**src/rtl/req_encoder4to2.sv**
```systemverilog
// Sequential multi-hot to binary index encoder: captures a request vector, then
// streams the index of each set bit. Define REQ_ENC_MSB_FIRST_EN to serve highest bit first.
module req_encoder4to2 #(
  parameter int N     = 4,
  parameter int IDX_W = 2
) (
  input  logic             clk,
  input  logic             rst,
  input  logic             en,
  input  logic [N-1:0]     in,
  input  logic             in_valid,
  output logic             in_ready,
  output logic [IDX_W-1:0] out,
  output logic             out_valid,
  input  logic             out_ready,
  output logic             zero_err
);

  typedef enum logic {
    IDLE  = 1'b0,
    SERVE = 1'b1
  } state_e;

  state_e             state_q, state_d;
  logic [N-1:0]       pending_q, pending_d;
  logic [IDX_W-1:0]   out_q, out_d;
  logic               out_valid_q, out_valid_d;
  logic               zero_err_q, zero_err_d;
  logic [N-1:0]       remaining;

  // Index of the next bit to serve; the last hit in the scan wins.
  function automatic logic [IDX_W-1:0] pick_idx(input logic [N-1:0] vec);
    logic [IDX_W-1:0] idx;
    idx = '0;
`ifdef REQ_ENC_MSB_FIRST_EN
    for (int i = 0; i < N; i++) begin
      if (vec[i]) idx = IDX_W'(i);
    end
`else
    for (int i = N - 1; i >= 0; i--) begin
      if (vec[i]) idx = IDX_W'(i);
    end
`endif
    return idx;
  endfunction

  assign in_ready = en && (state_q == IDLE) && !rst;

  // NOTE: every signal assigned here gets a default first, so no latch is inferred.
  always_comb begin
    state_d     = state_q;
    pending_d   = pending_q;
    out_d       = out_q;
    out_valid_d = out_valid_q;
    zero_err_d  = 1'b0;
    remaining   = pending_q;
    remaining[out_q] = 1'b0;

    if (!en) begin
      // Abort wins over any concurrent output handshake; out keeps its value.
      state_d     = IDLE;
      pending_d   = '0;
      out_valid_d = 1'b0;
    end else begin
      unique case (state_q)
        IDLE: begin
          if (in_valid && in_ready) begin
            if (in != '0) begin
              state_d     = SERVE;
              pending_d   = in;
              out_d       = pick_idx(in);
              out_valid_d = 1'b1;
            end else begin
              zero_err_d  = 1'b1;
            end
          end
        end
        SERVE: begin
          if (out_valid_q && out_ready) begin
            pending_d = remaining;
            if (remaining != '0) begin
              out_d = pick_idx(remaining);
            end else begin
              out_valid_d = 1'b0;
              state_d     = IDLE;
            end
          end
        end
        default: state_d = IDLE;
      endcase
    end
  end

  // NOTE: sequential state uses non-blocking assignments only.
  always_ff @(posedge clk or posedge rst) begin
    if (rst) begin
      state_q     <= IDLE;
      pending_q   <= '0;
      out_q       <= '0;
      out_valid_q <= 1'b0;
      zero_err_q  <= 1'b0;
    end else begin
      state_q     <= state_d;
      pending_q   <= pending_d;
      out_q       <= out_d;
      out_valid_q <= out_valid_d;
      zero_err_q  <= zero_err_d;
    end
  end

  assign out       = out_q;
  assign out_valid = out_valid_q;
  assign zero_err  = zero_err_q;

endmodule

```
**config.mk**
```make
export PLATFORM = sky130hd
export DESIGN_NAME = req_encoder4to2
export DESIGN_NICKNAME = d
export VERILOG_FILES = /design/src/rtl/req_encoder4to2.sv
export SDC_FILE = /design/constraint.sdc
export NUM_CORES = 1
export LEC_CHECK = 0
export ABC_AREA = 0
export BUFFER_PORTS_ARGS = -buffer_cell sky130_fd_sc_hd__buf_2
export CAP_MARGIN = 10
export CORE_MARGIN = 5
export CORE_UTILIZATION = 40
export DETAILED_ROUTE_END_ITERATION = 7
export PLACE_DENSITY = 0.71
export SLEW_MARGIN = 10
export SYNTH_ARGS = -nofsm -noshare
export SYNTH_HDL_FRONTEND = slang
export SYNTH_SLANG_ARGS = --single-unit
```
**constraint.sdc**
```tcl
create_clock -name clk -period 5.5 [get_ports clk]
set_clock_uncertainty 0.15 [all_clocks]
set_input_delay 0.275 -clock clk [delete_from_list [all_inputs] [get_ports clk]]
set_output_delay 0.275 -clock clk [all_outputs]
set_load 0.02 [all_outputs]
```
== Yosys cells after proc, flatten, opt, wreduce, memory -nomap -nowiden ==
Cells that the tools add are included.
Word-level totals
  output and inout port bits: 5
  ROM bits: 0
  RAM bits: 0
  word-level logic and storage cells: 65
  flip-flop bits (word level): 9
  memories kept: 0
  input bits: 9
  bits in latches: 0
Operators by class
  div/mod/pow operators: 0
  bitwise gates (word level): 3
  shift operators: 0
  reductions and logical operators: 11
  magnitude comparators: 2
  add/sub/neg operators: 0
  multipliers: 0
  multiplexer cells: 36
  equality and inequality tests: 8
Operators with widths (count)
  2-bit two-way mux: 12
  4-bit two-way mux: 4
  1-bit two-way mux: 15
  3-bit by 2-bit inequality test with 1-bit output, second input constant: 3
  2-bit by 1-bit inequality test with 1-bit output, second input constant: 4
  4-bit case mux with 2 select lines: 1
  4-bit nonzero test: 2
  1-bit logical AND: 5
  5-bit AND reduction: 1
  4-bit AND: 1
  4-bit inverter: 1
  1-bit case mux with 2 select lines: 2
  2-bit case mux with 2 select lines: 1
  4-bit AND reduction: 1
  2-bit by 3-bit < comparator with 1-bit output, second input constant: 1
  3-bit inequality test, second input constant: 1
  3-bit AND reduction: 1
  1-bit demux with 2-bit select: 1
  2-bit by 1-bit greater-or-equal comparator with 1-bit output, second input constant: 1
  1-bit zero test: 1
  1-bit inverter: 1

== Depth between registers and ports, before layout ==
Gate-level depths: netlist of the first run.
  depth in word-level cells: 13
  gate-level depth with buffers: 6
  gate-level depth less buffers: 5

== Worst setup path before layout of the first run ==
No wires, ideal clock.
  path kind: register -> register
  start: register out_q[0] (netlist: out[0])
  end: register out_q[1] (netlist: out[1])
  library setup time: 128 ps
  path slack: 3587 ps
  period minus slack after synthesis: 1913 ps
  data required time: 5222 ps
  cell stages (with the launch flop): 7
  data arrival time: 1635 ps
  path buffers: 1
  cells stage by stage: dfrtp_1 -> buf_4 -> mux2_4 -> nor4_1 -> a311oi_1 -> o21ai_2 -> mux2_1
Between the ends
  longest elaborated chain between the ends: 13
RTL lines
  start, declared: line 26  | logic [IDX_W-1:0] out_q, out_d;
  start signal, assigned: line 105  | out_q <= out_d;
  2-bit by 3-bit < comparator with 1-bit output (not written as such) or 2-bit by 1-bit greater-or-equal comparator with 1-bit output (tied branches): line 57  | remaining[out_q] = 1'b0;
  1-bit logical AND (not written as such): line 57
  1-bit two-way mux (not written as such): line 57
  1-bit demux with 2-bit select *: line 57
  4-bit inverter (no line) *
  4-bit AND (no line) *
  2-bit two-way mux (4 in a row): line 41  | if (vec[i]) idx = IDX_W'(i);
  2-bit two-way mux: line 81  | if (remaining != '0) begin
  2-bit two-way mux: line 79  | if (out_valid_q && out_ready) begin
  2-bit case mux with 2 select lines: line 65  | unique case (state_q)
Mark *: on every way between the ends. The rest lies on a longest branch, timed or not. The select of a mux whose other input is x is not followed.
A chain may end at the register's enable or synchronous reset.

== Worst setup path in the final report of the first run ==
  start: input rst
  end: register pending_q[0]
Between the ends
  longest elaborated chain between the ends: 5
RTL lines
  start, declared: line 8  | input logic rst,
  1-bit zero test (no line)
  1-bit logical AND: line 47  | assign in_ready = en && (state_q == IDLE) && !rst;
  1-bit logical AND: line 67  | if (in_valid && in_ready) begin
  3-bit by 2-bit inequality test with 1-bit output (no line)
  3-bit AND reduction (no line)
  end signal, assigned: line 104  | pending_q <= pending_d;
  end, declared: line 25  | logic [N-1:0] pending_q, pending_d;
Every way passes these cells.

==> results of run 1 <==
-- cell usage after synthesis, drive strengths merged, types with 2 or more instances --
cell type	instances
o21ai	11
dfrtp	9
nor2	7
nand2	5
a22o	4
inv	4
nand3	4
nor3	3
clkbuf	2
mux2	2
mux2i	2
nand2b	2
nor4	2
-- final timing paths --
check | to | slack [ns]
max in group asynchronous | out_valid$_DFFE_PP0P_ | 4.52
min in group asynchronous | pending_q[0]$_DFFE_PP0P_ | 0.40
setup / recovery | pending_q[0]$_DFFE_PP0P_ | 3.46
hold reg to reg | state_q$_DFF_PP0_ | 0.39
setup reg to reg | out[1]$_DFFE_PP0P_ | 3.59
hold / removal | state_q$_DFF_PP0_ | 0.08
-- sequential cells by signal, indices dropped and copies added, names as in the netlist --
signal and cells:
pending_q 4, out 2, zero_err 1, state_q 1
out_valid 1
-- kinds of logic (layout without fill, tap and decap cells) --
group | Yosys count | after routing
buffers and inverters | 7 | 22
flip-flops | 9 | 9
multiplexers | 4 | 4
AND/OR/NAND/NOR | 26 | 26
AO/OA/AOI/OAI | 25 | 25
-- power groups by stage --
stage	registers (W)	clock network (W)	logic, W
after global placement	0.0000909	0	0.0000546
after CTS	0.0000900	0.0000535	0.0000557
after global routing	0.0000915	0.0000577	0.0000620
after floorplan	0.0000861	0	0.0000440
after detailed placement	0.0000914	0	0.0000549
final	0.0000905	0.0000532	0.0000556
-- cell type report --
class	count	share of cell area [%]
multi-input cells	55	49.7
flip-flops and latches	9	31.4
repair buffers	14	10.5
clock buffers	4	3.66
well taps	16	2.79
inverters	4	2.09
-- per-layer routing --
layer,track usage [%],vias up
met5,0,-
met4,6.73,0
met3,2.14,5
met2,19.1,26
met1,17.0,287
li1,-,298
-- what timing repair did --
action | 4_1_cts | 5_1_grt
hold buffers | 1 | 0
hold endpoints to repair | 9 | 0
setup endpoints to repair | 0 | 0
-- critical path: stages --
cell and delay, ns:
dlygate4sd3_1 0.53, buf_2 0.13, nand2b_1 0.17, o311ai_1 0.51, o21ai_0 0.21, a22o_1 0.22
-- through the flow --
| step | setup slack [ns] | total power, W | cell area, sq um |
|---|---|---|---|
| floorplan | 3.59 | 0.000130 | 612 |
| global placement | 3.62 | 0.000146 | 682 |
| detailed placement | 3.60 | 0.000146 | 682 |
| CTS | 3.44 | 0.000199 | 718 |
| global route | 3.28 | 0.000211 | 718 |
| finish | 3.46 | 0.000199 | 718 |
==> summary.txt, run 1 <==
Die Y-Extent: 49.1 microns
measured slew at the worst slew-check pin: 0.574 ns
cell taking the most area after synthesis: dfrtp_1
number of synthesized flops with an enable pin: 0
Worst-Skew Late Latency: 0.27 ns
Post-Layout Cell Count: 102
Clock power frac: 26.7%
hpwl dp: 1.08 mm
Mapped Nets: 80
Synth area leaders: dfrtp_1 (37%), o21ai_0 (8.2%), a22o_1 (5.7%)
fill count: 150
die span in x: 49.1 microns
Mapped Cells: 71
crit path kind: primary input to flip-flop
vias per cell: 6.04
post-synthesis mux area share: 7.57%
storage element area: 225 sq um
Comb pwr share: 27.9%
via count: 616
I/O pin count: 14
post-synthesis register bit count: 9
Async S/R FF share, synth: 100%
Fin. Hold Viols: 0
Tmin final: 2.04 ns
H-tree depth: 1
R2R cell count: 5
top-area cell type share of the netlist area: 36.8%
synthesized area per cell: 8.62 sq um
switching power total: 0.0000731 W
WL met3: 88 microns
Worst Path Required: 5.51 ns
largest net degree at the start of global routing: 16
wire per inst: 14.2 microns
number of synthesis warnings: 0
Internal: 0.000126 W
antenna violations before repair: 0
Worst Path Max Fanout: 5
Adder-Cell Fraction of Synth Area: 0%
Final TNS setup: 0 ns
1st-pass router iterations: 4
Crit path arrival time: 2.05 ns
fraction of layout instances using a drive strength above 1: 25.6%
Slew headroom: 61.2%
post-synthesis sequential area ratio: 36.8%
Fmax: 490 MHz
CTS tree: yes
Syn-to-layout area delta: 17.4%
Slew Viols, Final: 0
Num CTS Buffers: 3
Resize count post-CTS: 0
min-delay worst type: primary input to flip-flop
most common cell after layout, fill and taps aside: buf_2
vias in the first global route: 537
ant diodes: 0
xor/xnor cell area share of the yosys netlist: 0%
Worst Hold Launch: out_ready
DR iter-0 viols: 26
post-synthesis simple-gate area fraction: 22.5%
Root Buffer: clkbuf_4
GRT overflow: 0
RSZ-0062 raised after global routing: no
WL final: 1.45 mm
startpoint types: primary input
Highest Signal Layer: met4
Final ANT Viol Nets: 0
drc violations: 0
Yosys cell types: 31
Post-layout nets: 96
Netlist Area Pre-Place: 612 sq um
outcome: finished, final reports clean
total core area: 1470 sq um
combinational family with the most area after synthesis: compound AO/OA/AOI/OAI gates
commonest non-fill, non-tap cells in the layout: buf_2 (13), o21ai_0 (10), dfrtp_1 (9)
crit path launch: rst
die area: 2410 sq um
element type at the critical path end: flip-flop
Max Cap Viol: 0
Power Dens Cells: 277 nW/um^2
post-synthesis compound-gate area fraction: 28.2%
hold path depth: 2
count of final setup violators: 0
row count: 14
peak supply drop: 196 uV
Post-Route Utilization: 48.8%
total clock sinks: 9
share of power burned in registers: 45.4%
Total GRT Usage: 12.7%
multi-input logic area: 357 sq um
M1 wire length: 640 microns
Fin Hold WS: 0.0844 ns
Final Cycle Share: 37.1%
ys flop type: dfrtp_1
leakage power: 0.338 nW
first-pass GRT wire length: 2.46 mm
R2R Path Start: out[0]$_DFFE_PP0P_
sw frac: 36.7%
Initial Util: 41.6%
Max clock buf depth: 2
number of buffers added on ports: 13
Reg clk slew, reported paths: 0.06 ns
routed wl met2: 687 microns
placed cells: 97
post-CTS setup buffer count: 0
routability congestion estimate: 0.828
(Power assumes the default switching activity.)
==> run 2, diff against run 1 <==
--- a/config.mk
+++ b/config.mk
@@ -11,7 +11,7 @@
 export CORE_MARGIN = 5
 export CORE_UTILIZATION = 40
 export DETAILED_ROUTE_END_ITERATION = 7
-export PLACE_DENSITY = 0.71
+export PLACE_DENSITY = 0.74
 export SLEW_MARGIN = 10
 export SYNTH_ARGS = -nofsm -noshare
 export SYNTH_HDL_FRONTEND = slang
==> constraint.sdc (replaced) <==
create_clock -name clk -period 1.8 [get_ports clk]
set_clock_uncertainty 0.15 [all_clocks]
set_input_delay 0.09 -clock clk [delete_from_list [all_inputs] [get_ports clk]]
set_output_delay 0.09 -clock clk [all_outputs]
set_load 0.02 [all_outputs]
==> summary.txt, run 2 (synthesis gave the netlist of run 1 again) <==
CTS tree: yes
hpwl dp: 1.17 mm
element type at the critical path end: flip-flop
vias in the first global route: 605
Power Dens Cells: 793 nW/um^2
Worst Path Required: 1.81 ns
Post-layout nets: 107
vias per cell: 5.92
R2R cell count: 5
measured slew at the worst slew-check pin: 0.393 ns
ant diodes: 0
min setup slack post-route: 0.0662 ns
die area: 2410 sq um
Fin. Hold Viols: 0
Num CTS Buffers: 3
met3 GRT Util: 3.36%
met2 Use GR: 23.2%
Final TNS setup: 0 ns
Worst Path Max Fanout: 2
Crit path arrival time: 1.74 ns
Slew Viols, Final: 0
total core area: 1470 sq um
crit path kind: flip-flop to flip-flop
peak supply drop: 312 uV
number of buffers added on ports: 13
Reg clk slew, reported paths: 0.06 ns
largest register by flop count: pending_q
I/O pin count: 14
DR iter-0 viols: 25
antenna violations before repair: 0
Die Y-Extent: 49.1 microns
max reg flops: 4
via count: 669
commonest non-fill, non-tap cells in the layout: buf_2 (13), o21ai_0 (10), dfrtp_1 (8)
met1 Usage GRT: 18.4%
1st-pass router iterations: 4
wire per inst: 15.0 microns
first-pass GRT wire length: 2.77 mm
DP Worst Slack: 0.0582 ns
routability congestion estimate: 0.815
Initial Util: 41.6%
startpoint types: flip-flop
drc violations: 0
Worst-Skew Late Latency: 0.27 ns
Max clock buf depth: 2
outcome: finished, final reports clean
Fin Hold WS: 0.0130 ns
die span in x: 49.1 microns
fraction of layout instances using a drive strength above 1: 34.0%
Syn-to-layout area delta: 37.4%
Final ANT Viol Nets: 0
Slew headroom: 73.6%
Fmax: 577 MHz
count of final setup violators: 0
GRT overflow: 0
leakage power: 0.395 nW
GR peak layer: met2
Tmin final: 1.73 ns
total clock sinks: 9
WL final: 1.70 mm
row count: 14
H-tree depth: 1
min-delay worst type: primary input to flip-flop
Max Cap Viol: 0
Root Buffer: clkbuf_4
Final Cycle Share: 96.3%
largest net degree at the start of global routing: 13
most common cell after layout, fill and taps aside: buf_2
Total GRT Usage: 15.1%
hold path depth: 3
==> run 2: layout make-up <==
cell class              count  area (sq um)
fillers                   133           631
multi-input cells          55           385
flip-flops and latches      9           226
repair buffers             25           168
clock buffers               4          26.3
well taps                  16          20.0
inverters                   4          15.0
==> run 2: worst paths after layout <==
kind / end / slack [ns] / startpoint
min in group asynchronous: out_valid$_DFFE_PP0P_ / 0.25 / rst
min reg2reg: state_q$_DFF_PP0_ / 0.40 / out_valid$_DFFE_PP0P_
max reg2reg: out[1]$_DFFE_PP0P_ / 0.07 / out[0]$_DFFE_PP0P_
min: state_q$_DFF_PP0_ / 0.01 / en
max: out[1]$_DFFE_PP0P_ / 0.07 / out[0]$_DFFE_PP0P_
max in group asynchronous: out[0]$_DFFE_PP0P_ / 1.10 / rst
==> run 2: timing repair <==
action / CTS / global route
endpoints found under the hold margin: 13 / 0
resized for setup: 0 / 4
hold buffers: 5 / 0
setup buffers: 0 / 1
endpoints found under the setup margin: 0 / 5
==> run 2: routing by layer <==
metal  part of all wire, %  vias up  routed length [microns]
met5                     0        -                        0
met4                   3.7        0                       63
met3                   6.1        7                      103
met2                    48       28                      814
met1                    42      314                      713
li1                      -      320                        -
==> run 2: power breakdown <==
| part | internal [W] | switching [W] | total, W |
|---|---|---|---|
| Sequential | 0.000225 | 0.0000250 | 0.000250 |
| Clock | 0.0000859 | 0.0000774 | 0.000163 |
| Combinational | 0.000114 | 0.000139 | 0.000253 |
==> run 2: critical path: stages, from the launching register on <==
cell      delay (ns)
dfrtp_2         0.41
mux2_4          0.32
nor4_4          0.15
a311oi_2        0.09
o21ai_2         0.18
mux2_1          0.33
==> run 2: metrics by stage <==
stage | total power (W) | cell area, sq um | util [%] | cells
after CTS | 0.000649 | 805 | 54.7 | 112
final | 0.000667 | 841 | 57.1 | 113
after floorplan | 0.000399 | 613 | - | 71
after global routing | 0.000709 | 841 | 57.1 | 113
after global placement | 0.000470 | 728 | 49.5 | 103
after detailed placement | 0.000473 | 728 | 49.5 | 103
==> run 3, diff against run 2 <==
--- a/config.mk
+++ b/config.mk
@@ -6,12 +6,13 @@
 export NUM_CORES = 1
 export LEC_CHECK = 0
 export ABC_AREA = 0
-export BUFFER_PORTS_ARGS = -buffer_cell sky130_fd_sc_hd__buf_2
+export BUFFER_PORTS_ARGS = -buffer_cell sky130_fd_sc_hd__buf_4
 export CAP_MARGIN = 10
 export CORE_MARGIN = 5
 export CORE_UTILIZATION = 40
 export DETAILED_ROUTE_END_ITERATION = 7
-export PLACE_DENSITY = 0.74
+export PLACE_DENSITY = 0.71
+export RECOVER_POWER = 25
 export SLEW_MARGIN = 10
 export SYNTH_ARGS = -nofsm -noshare
 export SYNTH_HDL_FRONTEND = slang
==> constraint.sdc (replaced) <==
create_clock -name clk -period 2.2 [get_ports clk]
set_clock_uncertainty 0.15 [all_clocks]
set_input_delay 0.11 -clock clk [delete_from_list [all_inputs] [get_ports clk]]
set_output_delay 0.11 -clock clk [all_outputs]
set_load 0.02 [all_outputs]
==> summary.txt, run 3 (synthesis gave the netlist of run 1 again) <==
Cell Area, Placed: 722 sq um
commonest non-fill, non-tap cells in the layout: buf_4 (12), o21ai_0 (10), dfrtp_1 (9)
total core area: 1470 sq um
Syn-to-layout area delta: 29.2%
Tmin final: 1.98 ns
Worst Hold Path EP: zero_err$_DFF_PP0_
Max Cap Viol: 0
GRT overflow: 0
Resize count post-CTS: 0
Worst Path Max Fanout: 5
largest net degree at the start of global routing: 16
vias in the first global route: 610
drc violations: 0
element type at the critical path end: flip-flop
Fmax: 506 MHz
Final TNS setup: 0 ns
routed wl met2: 825 microns
Num CTS Buffers: 3
critical path's slowest cell: dlygate4sd3_1
hpwl dp: 1.15 mm
CTS tree: yes
Worst-Skew Late Latency: 0.27 ns
Final Cycle Share: 89.8%
most common cell after layout, fill and taps aside: buf_4
peak supply drop: 394 uV
crit path kind: primary input to flip-flop
fill count: 154
R2R cell count: 5
fraction of layout instances using a drive strength above 1: 23.1%
Slew Viols, Final: 0
measured slew at the worst slew-check pin: 0.562 ns
Highest Signal Layer: met4
Worst Path Required: 2.20 ns
count of final setup violators: 0
Reg2Reg Setup Slack: 0.28 ns
Die Y-Extent: 49.1 microns
Reg clk slew, reported paths: 0.06 ns
R2R Path Start: out[0]$_DFFE_PP0P_
row count: 14
vias per cell: 5.79
H-tree depth: 1
outcome: finished, final reports clean
end of the worst register-to-register path: out[1]$_DFFE_PP0P_
Total GRT Usage: 14.8%
Slew headroom: 62.0%
routability congestion estimate: 0.865
total stage count of the critical path: 7
leakage power: 0.361 nW
Initial Util: 41.6%
M1 wire length: 710 microns
ant diodes: 0
CP top delay family: buffers and inverters
die area: 2410 sq um
Buffers & Inverters on Critical Path: 2
design area: 791 sq um
min-delay worst type: primary input to flip-flop
Crit path arrival time: 1.98 ns
number of buffers added on ports: 13
Cell Chain, Critical Path: dlygate4sd3_1 > buf_4 > or4_4 > nand3_2 > nor2_2 > o21ai_2 > mux2_1
startpoint types: primary input
largest register by flop count: pending_q
Final ANT Viol Nets: 0
RSZ-0062 raised after global routing: no
Fin. Hold Viols: 0
Root Buffer: clkbuf_4
die span in x: 49.1 microns
DR iter-0 viols: 23
antenna violations before repair: 0
WL final: 1.63 mm
I/O pin count: 14
total clock sinks: 9
via count: 619
Max clock buf depth: 2
max reg flops: 4
1st-pass router iterations: 4
Critical Path Max Stage Delay: 0.53 ns
first-pass GRT wire length: 2.73 mm
Worst Hold Launch: in[3]
Post-layout nets: 101
WL met3: 41 microns
hold path depth: 3
wire per inst: 15.2 microns
Power Dens Cells: 655 nW/um^2
[run 3: per-layer routing]
layer | global-route usage [%] | up-vias
met5 | 0 | -
met4 | 10.8 | 0
met3 | 2.75 | 5
met2 | 24.0 | 13
met1 | 16.8 | 289
li1 | - | 312
[run 3: final cells by class]
| cell class | count | area, sq um | share of cell area [%] |
|---|---|---|---|
| multi-input combinational | 55 | 357 | 45.1 |
| sequential | 9 | 225 | 28.5 |
| inverter | 4 | 15.0 | 1.90 |
| tap | 16 | 20.0 | 2.53 |
| timing repair buffer | 19 | 148 | 18.7 |
| clock buffer | 4 | 26.3 | 3.32 |
[run 3: worst max path at each step]
stage,from,end
6_report,in[2],out[1]$_DFFE_PP0P_
5_1_grt,in[2],out[1]$_DFFE_PP0P_
4_1_cts,in[2],out[1]$_DFFE_PP0P_
3_5_place_dp,out[0]$_DFFE_PP0P_,out[1]$_DFFE_PP0P_
3_3_place_gp,out[0]$_DFFE_PP0P_,out[1]$_DFFE_PP0P_
2_1_floorplan,out[0]$_DFFE_PP0P_,out[1]$_DFFE_PP0P_
[run 3: repair_timing]
| item | CTS | global route |
|---|---|---|
| buffers inserted | 0 | 0 |
| setup endpoints to repair | 0 | 0 |
| hold endpoints to repair | 12 | 1 |
| hold buffers | 4 | 1 |
[run 3: power breakdown]
group	total, W	switching [W]	leakage (nW)	internal (W)
clock	0.000133	0.0000625	0.0150	0.0000702
sequential	0.000224	0.0000413	0.119	0.000183
combinational	0.000161	0.0000839	0.226	0.0000773
total	0.000518	0.000188	0.361	0.000331
[run 3: worst register-to-register path: stages (launching register included)]
cell and delay (ns):
dfrtp_1 0.49, mux2_4 0.34, nor4_1 0.21, a311oi_1 0.10, o21ai_2 0.19, mux2_1 0.33
[run 3: per-stage QoR]
step                instances  util, %  setup WS (ns)  hold slack (ns)  total power, W
finish                    107     53.7          0.225           0.0108        0.000518
global route              107     53.7          0.175           0.0157        0.000550
CTS                       106     53.6          0.225          0.00144        0.000520
detailed placement         98     49.1          0.269           0.0198        0.000380
global placement           98     49.1          0.392         -0.00352        0.000378
floorplan                  71        -          0.287           -0.197        0.000325
